--- src/rtl/seq_alu.sv ---
// seq_alu: multi-cycle ALU with valid/ready handshakes on both sides.
// Logic/add/sub/slt complete in one cycle. mul (shift-add) and divu (restoring)
// iterate one bit per cycle.
module seq_alu #(
   parameter int unsigned WIDTH = 32,
   parameter int unsigned CNT_W = $clog2(WIDTH) + 1
) (
   input  logic             clk_i,
   input  logic             rst_n_i,
   input  logic             in_valid_i,
   output logic             in_ready_o,
   input  logic [WIDTH-1:0] data1_i,
   input  logic [WIDTH-1:0] data2_i,
   input  logic [2:0]       ALUCtrl_i,
   output logic             out_valid_o,
   input  logic             out_ready_i,
   output logic [WIDTH-1:0] data_o,
   output logic             zero_o,
   output logic             div0_o,
   output logic             busy_o
);

   typedef enum logic [1:0] {IDLE, BUSY, DONE} state_t;

   localparam logic [2:0] OP_ADD  = 3'b000;
   localparam logic [2:0] OP_XOR  = 3'b001;
   localparam logic [2:0] OP_SUB  = 3'b010;
   localparam logic [2:0] OP_SLT  = 3'b011;
   localparam logic [2:0] OP_AND  = 3'b100;
   localparam logic [2:0] OP_OR   = 3'b101;
   localparam logic [2:0] OP_DIVU = 3'b110;
   localparam logic [2:0] OP_MUL  = 3'b111;

   state_t             state_q;
   logic [WIDTH-1:0]   a_q;          // mul: shifting multiplicand; divu: dividend -> quotient
   logic [WIDTH-1:0]   b_q;          // mul: shifting multiplier;   divu: divisor
   logic [WIDTH-1:0]   acc_q;
   logic [WIDTH:0]     rem_q;
   logic [CNT_W-1:0]   count_q;
   logic               is_div_q;
   logic               div0_pend_q;
   logic               out_valid_q;
   logic [WIDTH-1:0]   data_q;
   logic               zero_q;
   logic               div0_q;

   logic               accept_c;
   logic               is_iter_c;
   logic [WIDTH-1:0]   alu_d;
   logic [WIDTH-1:0]   acc_d;
   logic [WIDTH+1:0]   rem_sh_d;
   logic [WIDTH+1:0]   rem_diff_d;
   logic               div_ok_d;
   logic [WIDTH:0]     rem_d;
   logic [WIDTH-1:0]   quo_d;

   assign in_ready_o  = (state_q == IDLE) || ((state_q == DONE) && out_ready_i);
   assign accept_c    = in_valid_i && in_ready_o;
   assign is_iter_c   = (ALUCtrl_i == OP_DIVU) || (ALUCtrl_i == OP_MUL);
   assign busy_o      = (state_q == BUSY);
   assign out_valid_o = out_valid_q;
   assign data_o      = data_q;
   assign zero_o      = zero_q;
   assign div0_o      = div0_q;

   // Single-cycle result straight from the input operands
   always_comb begin
      alu_d = '0;
      case (ALUCtrl_i)
         OP_ADD:  alu_d = data1_i + data2_i;
         OP_XOR:  alu_d = data1_i ^ data2_i;
         OP_SUB:  alu_d = data1_i - data2_i;
         OP_SLT:  alu_d = WIDTH'($signed(data1_i) < $signed(data2_i));
         OP_AND:  alu_d = data1_i & data2_i;
         OP_OR:   alu_d = data1_i | data2_i;
         default: alu_d = '0;
      endcase
   end

   // One shift-add step and one restoring-division step
   always_comb begin
      acc_d      = b_q[0] ? (acc_q + a_q) : acc_q;
      rem_sh_d   = {rem_q, a_q[WIDTH-1]};
      rem_diff_d = rem_sh_d - {2'b00, b_q};
      div_ok_d   = ~rem_diff_d[WIDTH+1];
      rem_d      = div_ok_d ? rem_diff_d[WIDTH:0] : rem_sh_d[WIDTH:0];
      quo_d      = {a_q[WIDTH-2:0], div_ok_d};
   end

   // Control FSM and datapath registers
   always_ff @(posedge clk_i or negedge rst_n_i) begin
      if (!rst_n_i) begin
         state_q     <= IDLE;
         a_q         <= '0;
         b_q         <= '0;
         acc_q       <= '0;
         rem_q       <= '0;
         count_q     <= '0;
         is_div_q    <= 1'b0;
         div0_pend_q <= 1'b0;
         out_valid_q <= 1'b0;
         data_q      <= '0;
         zero_q      <= 1'b0;
         div0_q      <= 1'b0;
      end else if (accept_c) begin
         if (is_iter_c) begin
            state_q     <= BUSY;
            a_q         <= data1_i;
            b_q         <= data2_i;
            acc_q       <= '0;
            rem_q       <= '0;
            count_q     <= CNT_W'(WIDTH);
            is_div_q    <= (ALUCtrl_i == OP_DIVU);
            div0_pend_q <= (ALUCtrl_i == OP_DIVU) && (data2_i == '0);
            out_valid_q <= 1'b0;
         end else begin
            state_q     <= DONE;
            data_q      <= alu_d;
            zero_q      <= (alu_d == '0);
            div0_q      <= 1'b0;
            out_valid_q <= 1'b1;
         end
      end else begin
         case (state_q)
            BUSY: begin
               if (count_q != '0) begin
                  count_q <= count_q - CNT_W'(1);
                  if (is_div_q) begin
                     rem_q <= rem_d;
                     a_q   <= quo_d;
                  end else begin
                     acc_q <= acc_d;
                     a_q   <= {a_q[WIDTH-2:0], 1'b0};
                     b_q   <= {1'b0, b_q[WIDTH-1:1]};
                  end
               end else begin
                  state_q     <= DONE;
                  data_q      <= is_div_q ? a_q : acc_q;
                  zero_q      <= (is_div_q ? a_q : acc_q) == '0;
                  div0_q      <= div0_pend_q;
                  out_valid_q <= 1'b1;
               end
            end
            DONE: begin
               if (out_ready_i) begin
                  state_q     <= IDLE;
                  out_valid_q <= 1'b0;
               end
            end
            default: ;
         endcase
      end
   end

endmodule

--- config.mk ---
export PLATFORM = sky130hd
export DESIGN_NAME = seq_alu
export DESIGN_NICKNAME = d
export VERILOG_FILES = /design/src/rtl/seq_alu.sv
export SDC_FILE = /design/constraint.sdc
export NUM_CORES = 1
export LEC_CHECK = 0
export CORE_MARGIN = 2
export CORE_UTILIZATION = 39
export CTS_CLUSTER_DIAMETER = 120
export DETAILED_ROUTE_END_ITERATION = 16
export GPL_ROUTABILITY_DRIVEN = 0
export PLACE_DENSITY = 0.61
export SYNTH_ARGS = -nofsm -noshare
export SYNTH_HDL_FRONTEND = slang
export SYNTH_SLANG_ARGS = --single-unit
--- constraint.sdc ---
create_clock -name clk_i -period 3.51 [get_ports clk_i]
set_clock_uncertainty 0.15 [all_clocks]
set_input_delay 0.702 -clock clk_i [delete_from_list [all_inputs] [get_ports clk_i]]
set_output_delay 0.702 -clock clk_i [all_outputs]
set_load 0.005 [all_outputs]
Word level (Yosys, flattened, before mapping). Cells that the tools add are included.

Add/subtract/negate cells: 5. Multiplexer cells: 50. Reduce and logical (&&, ||, !) cells: 23. Bitwise operators: 4. Order comparisons: 1. Equal/unequal tests: 15.

Operators by type and width (count): 2-to-1 mux 32 bit (20); 2-to-1 mux 33 bit (6); case mux 32 bit (6 select lines) (1); logical NOT 32 bit (3); adder 32 bit (2); subtractor 34 x 32 -> 34 bit (1); bitwise AND 32 bit (1); less-than comparator 32 bit (1); bitwise OR 32 bit (1); subtractor 32 bit (1); bitwise XOR 32 bit (1); 2-to-1 mux 6 bit (4); 2-to-1 mux 1 bit (13); equality test 3 bit (second input constant) (4); AND reduction 3 bit (3); 2-to-1 mux 2 bit (4); AND reduction 4 bit (2); nonzero test 2 bit (4); equality test 3 x 2 -> 1 bit (second input constant) (2); != test 3 bit (second input constant) (2); nonzero test 6 bit (1); subtractor 6 x 1 -> 6 bit (second input constant) (1); AND reduction 5 bit (1); != test 2 x 1 -> 1 bit (second input constant) (2); 13 further kinds (17).

Word-level logic and storage cells: 110. Output and inout bits: 37. Bits in registers: 174.

Logic depth before layout (Yosys ltp). Gate-level depths: netlist of the first run.

Word-level depth: 6. Mapped depth: 15. Depth with buffers taken out: 15.

Least setup slack after synthesis of the first run. OpenSTA, ideal clock, no wires.

Path type: input -> register. Start point: in data1_i[4]. End point: reg zero_q, in the netlist zero_o. Required time: 3.294 ns. Arrival: 3.815 ns. Library setup time: 0.066 ns. Stages: 14. Setup slack: -0.521 ns. Path buffers: 1. Cell sequence: inv_1 ha_1 buf_4 or2_2 a21o_1 and4_1 nor3_1 xnor2_1 o22ai_1 a2111oi_2 or4b_1 nand4b_1 a2111oi_2 a32o_2.

Word-level cells in the longest chain between the ends: 5. Elaborated cells on any way between the ends: 10. Those cells by class: add/sub: 2; order compare: 1; mux: 3; bitwise: 3; reduce/logical: 1.

RTL lines: start, declared (RTL line 12) `input logic [WIDTH-1:0] data1_i,`; subtractor 32 bit, or another cell as far along (RTL line 72) `OP_SUB: alu_d = data1_i - data2_i;`; case mux 32 bit (6 select lines) (*) (RTL line 69) `case (ALUCtrl_i)`; logical NOT 32 bit (*) (RTL line 119) `zero_q <= (alu_d == '0);`; 2-to-1 mux 1 bit (*) (RTL line 106) `if (is_iter_c) begin`; 2-to-1 mux 1 bit (*) (RTL line 105) `end else if (accept_c) begin`; end signal, assigned (RTL line 119); end, declared (RTL line 44) `logic zero_q;`.

Mark *: on every way between the ends. The rest lies on a longest branch, timed or not. The select of a mux whose other input is x is not followed. A chain may end at the register's enable or synchronous reset.

Final worst setup path of the first run.
Start point: in ALUCtrl_i[1]. End point: reg zero_q, in the netlist zero_o.

Word-level cells in the longest chain between the ends: 5. Elaborated cells on any way between the ends: 15. Those cells by class: eq/ne: 8; mux: 3; reduce/logical: 4.

RTL lines: start, declared (RTL line 14) `input logic [2:0] ALUCtrl_i,`; equality test 3 bit, or another cell as far along (RTL line 69); case mux 32 bit (6 select lines) (RTL line 69); logical NOT 32 bit (RTL line 119); 2-to-1 mux 1 bit (RTL line 106); 2-to-1 mux 1 bit (RTL line 105).

Several ways; a longest one is shown, not always the timed one. The select of a mux whose other input is x is not followed.

==> impl_results.md, run 1 <==
- Final hold violations: 0
- Synth top area cells: dfrtp_1 25%, ha_1 12%, mux2i_1 7.1%
- Row count: 77
- Clock Path Buffers: 2
- Clock sink count: roughly 170
- Yosys top cell by area: dfrtp_1
- # diodes: 0
- Max-cap check violation count: 0
- Metal3 WL: around 6.5 mm
- Sequential area share after synthesis: 24.5%
- Die footprint: 47,000 sq um
- First-pass GRT wire length: between 100 and 150 mm
- Max Fclk: between 200 and 300 MHz
- LEAKAGE: approximately 0.012 uW
- H-tree levels: 4
- Initial antenna violation count: 1
- Routed wl met2: roughly 33 mm
- Share of cells above drive strength 1: ~32%
- Slowest cell on the critical path: clkdlybuf4s50_1
- Nets@finish: 3,088
- CP startpoint kind: primary input
- Crit path arrival time: 4.19 ns
- Number of synthesized flops with an enable pin: 0
- Asr flop ratio synth: 100%
- Dpl ws: -1.46 ns
- Worst-margin pin slew: 0.776 ns
- Mapped Cells: 2,273
- GRT Total Usage: 30.8%
- Critical Path Most Common Cell: buf_4
- Cell area after synthesis: 17,700 sq um
- Worst slew margin: between 40 and 50%
- Vias in the first global route: 19.7k
- Sequential standard cell area: 4330 sq um
- Multi-input gate area in the final layout: 13,700 sq um
- Num CTS Buffers: 17
- Post-DRT Antenna Nets: 0
- Fill cells: 3,941
- Width of the die: 217 um
- Root Buffer: clkbuf_16
- Core Footprint: 44,400 sq um
- Synth Area per Inst: 7.77 sq um
- Failing checks: negative setup slack
- Hold WS: about 0.081 ns
- Wirelength, routed: ~75 mm
- Worst-Skew Late Latency: 0.48 ns
- Initial core utilization: 39.7%
- Most frequent cell after synthesis: nand2_1
- Max rail drop VDD: slightly above 0.0005 V
- Drc violations: 0
- DP HPWL: 56.8 mm
- M1 WL: 29.9 mm
- Area delta synth->final: 44.5%
- Highest routed layer: met5
- Synth Register Bits: 173
- Max Slew Vio Count: 0
- Period Utilization, post-route: 112%
- Vias: 20.4k
- Warnings, synthesis: 0
- # IOs: roughly 110
- Count of cell types in the netlist: 96
- CTS tree: built
- Min-delay worst type: primary input to asynchronous set/reset pin
- Post-synth top area share: 24.5%
- Largest net degree at the start of global routing: 89
- Die Ht: 217 um
- DR WL/cell: 21.7 um
- RSZ-0062 raised after global routing: yes
- Final setup violation count: 2
- Drt initial violations: 2,179
- Via density: 5.92
- Post-synth top cells: 270 x nand2_1, 207 x o21ai_0, 176 x a21oi_1
- Port Buffers: 107
- Mapped Nets: 2,515
- CP Data Required Time: 3.78 ns
- Clock transition at path regs: 0.08 ns
- Worst Slack Setup Final: -0.411 ns
- Crit end category: flip-flop
- Status: finished with violations
- Cts hold-fix bufs: 0
- Critical path class: primary input to flip-flop
- Placed Cells: 3,355
- Non-Filler Instances: 3,451
- Critical Path Max Stage Delay: 0.56 ns
- PwrDens: 672 nW/um^2
- GRT Residual Overflow: 0
- CP Cell Sequence: clkdlybuf4s50_1, clkinv_1, buf_4, nand2_1, buf_4, nor2_1, o21a_1, o211ai_1, o311a_1, nand4_1, nor4_4, nand4b_1, a2111oi_4, a32o_2
- Fin crit period: 3.92 ns
- Drt pass-1 iters: 6
- Post-synth top flop: dfrtp_1
- Crit-path max FO: 10
cell type report:
type                       count  share of cell area, %
clock buffer                  19                   1.74
tap                          592                   2.90
inverter                     157                   2.39
timing repair buffer         681                   21.7
sequential                   173                   17.0
clock inverter                13                  0.505
multi-input combinational   1816                   53.8
logic make-up after synthesis:
logic type | synth area share [%]
buf+inv | 6.41
simple gates | 18.5
xor+xnor | 3.03
flops | 24.5
compound gates | 27.5
mux | 7.72
fa+ha+maj | 12.3
layer usage:
metal	GRT usage [%]	vias to the layer above
li1	-	9381
met1	38.7	9600
met2	47.6	1129
met3	6.18	311
met4	21.1	2
met5	0	-
per-stage QoR:
step	setup TNS, ns	utilization (%)	area (sq um)	power (uW)
after floorplan	-0.324	-	17700	9780
after global routing	-1.31	57.4	25500	18400
after CTS	-0.494	55.5	24700	16000
after global placement	-26.64	51.9	23000	13400
final	-0.546	57.4	25500	17100
after detailed placement	-27.94	51.9	23000	13700
worst max-delay path, delay by kind of cell:
family	cells	cell delay (ns)
compound gates	5	1.00
buf+inv	4	1.25
simple gates	5	1.22
sequential cells by signal, summed over array words and instances, names as in the netlist:
name         count
out_valid_o      1
rem_q           33
state_q          1
is_div_q         1
data_o          32
b_q             32
div0_o           1
count_q          6
zero_o           1
div0_pend_q      1
acc_q           32
a_q             32
layout by cell type (no fill, tap or decap), types with 18 or more instances in the layout:
cell | Yosys | routed
nand3_1 | 72 | 69
o21ai_1 | 12 | 29
a21o_1 | 53 | 52
clkdlybuf4s50_1 | 0 | 54
nand4_1 | 18 | 18
xnor2_1 | 37 | 37
nor3_1 | 49 | 36
clkbuf_2 | 0 | 20
o211ai_1 | 35 | 35
o21ai_0 | 207 | 176
a21oi_2 | 3 | 21
mux2i_1 | 126 | 124
nor2_1 | 151 | 145
ha_4 | 0 | 30
dfrtp_1 | 173 | 172
clkbuf_16 | 0 | 19
o31ai_1 | 35 | 25
ha_1 | 167 | 121
buf_6 | 3 | 25
a21oi_1 | 176 | 146
nor2b_1 | 23 | 20
inv_2 | 4 | 36
and3_1 | 21 | 20
nand2_1 | 270 | 265
inv_1 | 151 | 116
buf_4 | 6 | 536
xor2_1 | 24 | 24
path summary, 6_finish.rpt:
kind                                        start                      to  slack (ns)  depth (start not counted)
setup / recovery                     ALUCtrl_i[1]      zero_o$_DFFE_PN0P_       -0.41                         14
hold / removal                            rst_n_i   acc_q[29]$_DFFE_PN0P_        0.08                          2
setup reg to reg               b_q[1]$_DFFE_PN0P_   rem_q[17]$_DFFE_PN0P_        0.05                         17
hold reg to reg            data_o[17]$_DFFE_PN0P_  data_o[17]$_DFFE_PN0P_        0.32                          2
max in group asynchronous                 rst_n_i    rem_q[7]$_DFFE_PN0P_        2.65                          2
min in group clk_i         data_o[17]$_DFFE_PN0P_  data_o[17]$_DFFE_PN0P_        0.32                          2
report_power, final:
group | total (uW) | internal (uW) | switching, uW
combinational | 11700 | 5630 | 6110
sequential | 3430 | 2740 | 687
clock | 1960 | 1010 | 946
repair_timing:
item,in CTS,in global routing
gates resized for setup,262,216
setup buffers,34,34
gates cloned,0,2
pin swaps,62,86
endpoints found under the setup margin,61,53
Power figures use the tool's default switching activity.
==> inputs of run 2 (changes only) <==
SLEW_MARGIN = 40   (was not set)
==> run 2 against run 1 <==
The flow still finishes with violations (negative setup slack); critical path depth increased by 1; sequential share of layout area about the same; register-to-register slack about the same; combinational power about the same; critical endpoint unchanged; largest power group unchanged.
==> impl_results.md, run 2 (synthesized netlist as in run 1, its figures left out) <==
- Port Buffers: between 100 and 150
- Power share of the clock group: approximately 12%
- First-pass GRT wire length: approximately 110 mm
- Period Utilization, post-route: 111%
- Finished Cell Area: about 25,000 sq um
- CP Data Required Time: roughly 3.8 ns
- Max-cap check violation count: 0
- Crit end category: flip-flop
- Failing checks: negative setup slack
- Worst-Skew Late Latency: approximately 0.48 ns
- Switching power: about 7700 uW
- Multi-input gate area in the final layout: ~14,000 sq um
- Core Footprint: 44,400 sq um
- Clock sink count: between 150 and 200
- Combinational Power Share: 68.4%
- Clock Path Buffers: 2
- RSZ-0062 raised after global routing: yes
- Sequential standard cell area: 4330 sq um
- Worst Slack Setup Final: -0.394 ns
- Largest register FFs: 33
- Drc violations: 0
- GRT Total Usage: 30.6%
- Max rail drop VDD: between 0.0005 and 0.0006 V
- Reg2reg setup slack: 0.06 ns
- Max Fclk: 256 MHz
- Largest net degree at the start of global routing: 89
- CP startpoint kind: primary input
- Util after Layout: a little under three fifths
- Final setup violation count: 5
- Most frequent cells in the layout: 531 x buf_4, 265 x nand2_1, 181 x o21ai_0, 172 x dfrtp_1, 147 x a21oi_1
- Via density: about 5.9
- Non-Filler Instances: 3,449
- Crit path arrival time: 4.17 ns
- Final hold violations: 0
- Num CTS Buffers: 17
- LEAKAGE: 0.0120 uW
- Nets@finish: 3,086
- Commonest non-fill, non-tap cell in the layout: buf_4
- Die footprint: 47,000 sq um
- Placed cell area: 23,100 sq um
- GRT Residual Overflow: 0
- Drt pass-1 iters: 7
- Critical path class: primary input to flip-flop
- Dpl ws: -1.46 ns
- # diodes: 0
- Min-delay worst type: primary input to asynchronous set/reset pin
- Crit-path max FO: 4
- Vias: roughly 20k
- Vias in the first global route: 19.5k
- Row count: just under 80
- Clock transition at path regs: 0.07 ns
- DR WL/cell: 21.5 um
- Part of the power in registers: 20.2%
- Cts hold-fix bufs: 0
- Share of cells above drive strength 1: between 30% and 40%
- Placed Cells: roughly 3.4k
- PwrDens: approximately 670 nW/um^2
- CTS tree: built
- Wirelength, routed: about 74 mm
- Drt initial violations: between 2k and 3k
- Area delta synth->final: 44.2%
- Status: finished with violations
- Post-DRT Antenna Nets: 0
- DP HPWL: 56.9 mm
- Initial antenna violation count: 0
- Die Ht: roughly 220 um
- Reg with most FFs: rem_q
- H-tree levels: 4
- Worst-margin pin slew: 0.846 ns
- Cell internal pwr: roughly 9300 uW
- Root Buffer: clkbuf_16
- # IOs: 108
- Max Slew Vio Count: 0
- Sw Ratio: 45.1%
- Worst slew margin: 43.0%
- Fin crit period: 3.90 ns
- Fill cells: 4,002
- Initial core utilization: 39.7%
- Width of the die: 217 um
run 2: power groups by stage:
stage          logic, uW  registers [uW]  clock network [uW]
2_1_floorplan       6550            3230                   0
3_3_place_gp        9990            3430                   0
3_5_place_dp       10200            3450                   0
4_1_cts            10600            3420                2000
5_1_grt            12600            3530                2080
6_report           11600            3430                1950
run 2: critical path, cell delays in order:
cell and delay, ns:
dlygate4sd2_1 0.26, buf_4 0.18, ha_1 0.29, buf_4 0.18
nor2_1 0.19, a21oi_1 0.11, a21oi_1 0.23, o21a_1 0.16
a311o_1 0.14, nand3_2 0.14, a2111oi_4 0.40, or4b_1 0.51
nand4b_1 0.25, a2111oi_4 0.23, a32o_2 0.20
run 2: stage by stage:
step / TNS, ns / total power (uW) / hold slack [ns]
floorplan: -0.324 / 9780 / 0.256
global placement: -26.64 / 13400 / 0.307
detailed placement: -28.92 / 13700 / 0.315
CTS: -0.331 / 16000 / 0.124
global route: -1.04 / 18200 / 0.126
finish: -0.615 / 17000 / 0.0755
run 2: area by class of cell:
type,instances,share of cell area (%)
clock buffer,19,1.74
clock inverter,13,0.516
inverter,157,2.43
multi-input combinational,1816,53.4
sequential,173,17.0
tap,592,2.91
timing repair buffer,679,22.0
run 2: path summary, 6_finish.rpt:
| kind | startpoint | end | depth (start not counted) |
|---|---|---|---|
| setup / recovery | data1_i[14] | zero_o$_DFFE_PN0P_ | 15 |
| hold / removal | rst_n_i | a_q[27]$_DFFE_PN0P_ | 2 |
| setup reg to reg | a_q[31]$_DFFE_PN0P_ | rem_q[17]$_DFFE_PN0P_ | 17 |
| hold reg to reg | data_o[5]$_DFFE_PN0P_ | data_o[5]$_DFFE_PN0P_ | 2 |
| max in group asynchronous | rst_n_i | b_q[7]$_DFFE_PN0P_ | 2 |
| min in group clk_i | data_o[5]$_DFFE_PN0P_ | data_o[5]$_DFFE_PN0P_ | 2 |
run 2: metal layers:
metal | track usage (%) | vias up | share of wire (%)
met2 | 47.6 | 1015 | 44
met3 | 5.37 | 302 | 7.2
met5 | 0 | - | 0
li1 | - | 9388 | -
met1 | 39.2 | 9606 | 41
met4 | 20.2 | 0 | 7.3
run 2: timing repair:
item / 4_1_cts / 5_1_grt
pin swaps: 65 / 60
gates cloned: 0 / 2
endpoints found under the setup margin: 61 / 44
gates resized for setup: 296 / 171
buffers inserted: 37 / 32
==> inputs of run 3 (changes only) <==
GPL_TIMING_DRIVEN = 0   (was not set)
==> run 3 against run 2 <==
The flow still finishes with violations (negative setup slack); register-to-register slack got worse by 0.31 ns; wire length decreased by 3.9%; critical path depth increased by 1; non-clock buffer count decreased by 388; critical endpoint unchanged; largest cell class unchanged; highest routed layer unchanged.
==> impl_results.md, run 3 (synthesized netlist as in run 1, its figures left out) <==
- Status: finished with violations
- Failing checks: negative setup slack
- Post-DRT Antenna Nets: 0
- Buf+Inv Stages, Crit Path: 4
- Vias in the first global route: 17.8k
- Final setup violation count: 38
- Period Utilization, post-route: 114%
- CP startpoint kind: primary input
- Crit end category: flip-flop
- Num CTS Buffers: 17
- Final hold violations: 0
- Min-delay worst type: flip-flop to flip-flop
- Slowest cell on the critical path: nor4_4
- DR WL/cell: 23.3 um
- Worst-margin pin slew: 0.871 ns
- Multi-input gate area in the final layout: 13,500 sq um
- WP depth: 16
- DP HPWL: 54.1 mm
- Nets@finish: 2,698
- Commonest non-fill, non-tap cell in the layout: nand2_1
- Fin crit period: 3.99 ns
- Placed Cells: 2,973
- First-pass GRT wire length: 107 mm
- Critical Path Max Stage Delay: ~0.43 ns
- Critical path class: primary input to flip-flop
- GRT Total Usage: just under 30%
- Setup total negative slack: -4.92 ns
- Die Ht: 217 um
- Initial core utilization: 39.7%
- Clock Path Buffers: 2
- Area delta synth->final: 24.8%
- # IOs: 108
- Reg with most FFs: rem_q
- Crit-path max FO: 10
- Critical Path Most Common Cell: buf_6
- LEAKAGE: between 0.009 and 0.01 uW
- Row count: 77
- Dpl ws: -2.31 ns
- Hold path depth: 2
- CP Data Required Time: 3.81 ns
- Clock transition at path regs: 0.08 ns
- # diodes: 0
- Max Slew Vio Count: 0
- Width of the die: 217 um
- H-tree levels: 4
- GRT Residual Overflow: 0
- Vias: 19.1k
- Sequential standard cell area: 4330 sq um
- CTS tree: built
- Drt initial violations: 2,195
- Largest register FFs: 33
- Wirelength, routed: 71.2 mm
- Non-Filler Instances: 3,061
- PwrDens: 706 nW/um^2
- Max-cap check violation count: 0
- Core Footprint: around 44,000 sq um
- Via density: 6.24
- Most frequent cells in the layout: 265 x nand2_1, 189 x o21ai_0, 173 x dfrtp_1, 151 x a21oi_1, 145 x ha_1
- Worst slew margin: 41.4%
- Initial antenna violation count: 0
- Worst-Skew Late Latency: 0.50 ns
- Die footprint: 47,000 sq um
- Reg2Reg Depth: 7
- Root Buffer: clkbuf_16
- Crit path arrival time: 4.28 ns
- Max Fclk: 251 MHz
- Port Buffers: 106
- Share of cells above drive strength 1: a little under a fifth
- Max rail drop VDD: around 0.00037 V
- Largest net degree at the start of global routing: 69
- RSZ-0062 raised after global routing: yes
- Drt pass-1 iters: 9
- Worst Slack Setup Final: -0.478 ns
- Fill cells: 4,324
- CP Cell Sequence: buf_6, inv_1, ha_1, buf_6, nand2b_4, a211oi_4, a32oi_4, buf_4, a211oi_2, o21ai_0, a31oi_1, o21ai_2, nor4_4, nand4b_1, a2111oi_2, a32o_2
- CP top delay family: compound AO/OA/AOI/OAI gates
- Clock sink count: 173
- Drc violations: 0
-- run 3: changes by cell type in the layout (fill, tap and decap cells not counted), moves of 15 or more --
cell | before | now
clkbuf_2 | 14 | 31
clkbuf_1 | 1 | 50
inv_2 | 31 | 15
ha_1 | 128 | 145
buf_4 | 531 | 77
dlygate4sd2_1 | 17 | 2
inv_1 | 119 | 139
-- run 3: timing repair --
action	4_1_cts	5_1_grt
pin swaps	53	32
hold endpoints to repair	39	0
setup endpoints to repair	169	65
buffers inserted	41	23
hold buffers	1	0
gates resized for setup	426	139
-- run 3: final timing paths --
check                                        from                endpoint  slack, ns
max reg2reg                  is_div_q$_DFFE_PN0P_      zero_o$_DFFE_PN0P_      -0.25
max in group asynchronous                 rst_n_i   rem_q[19]$_DFFE_PN0P_       1.65
min in group asynchronous                 rst_n_i   acc_q[26]$_DFFE_PN0P_       0.52
min reg2reg                data_o[27]$_DFFE_PN0P_  data_o[27]$_DFFE_PN0P_       0.33
max                                    data2_i[2]      zero_o$_DFFE_PN0P_      -0.48
min                        data_o[27]$_DFFE_PN0P_  data_o[27]$_DFFE_PN0P_       0.33
-- run 3: worst min-delay path: cells and delay by family, from the launching register on --
family / cells / cell delay, ns
flops: 1 / 0.35
simple gates: 2 / 0.10
-- run 3: per-layer routing --
layer | GRT usage [%] | up-vias | share of wire, % | wire [um]
li1 | - | 8604 | - | -
met1 | 40.4 | 9238 | 43 | 30400
met2 | 43.4 | 1020 | 42 | 29600
met3 | 6.30 | 242 | 9.2 | 6560
met4 | 17.5 | 0 | 6.5 | 4600
met5 | 0 | - | 0 | 0
-- run 3: metrics by stage --
stage	hold WS (ns)	area (sq um)	total power, uW	utilization (%)
after floorplan	0.256	17700	9780	-
after global placement	0.307	19500	12300	44.0
after detailed placement	0.312	19600	12500	44.2
after CTS	0.337	21600	15200	48.5
after global routing	0.355	22000	16600	49.6
final	0.330	22000	15500	49.6
-- run 3: where the power goes --
part / switching, uW / internal, uW
Sequential: 690 / 2740
Combinational: 5840 / 4190
Clock: 954 / 1130
-- run 3: layout make-up --
class                   count  area share (%)
clock inverters            14           0.829
inverters                 157            2.75
plain buffers             119            3.10
flip-flops and latches    173            19.6
clock buffers              18            1.95
repair buffers            172            6.90
multi-input cells        1816            61.5
well taps                 592            3.36
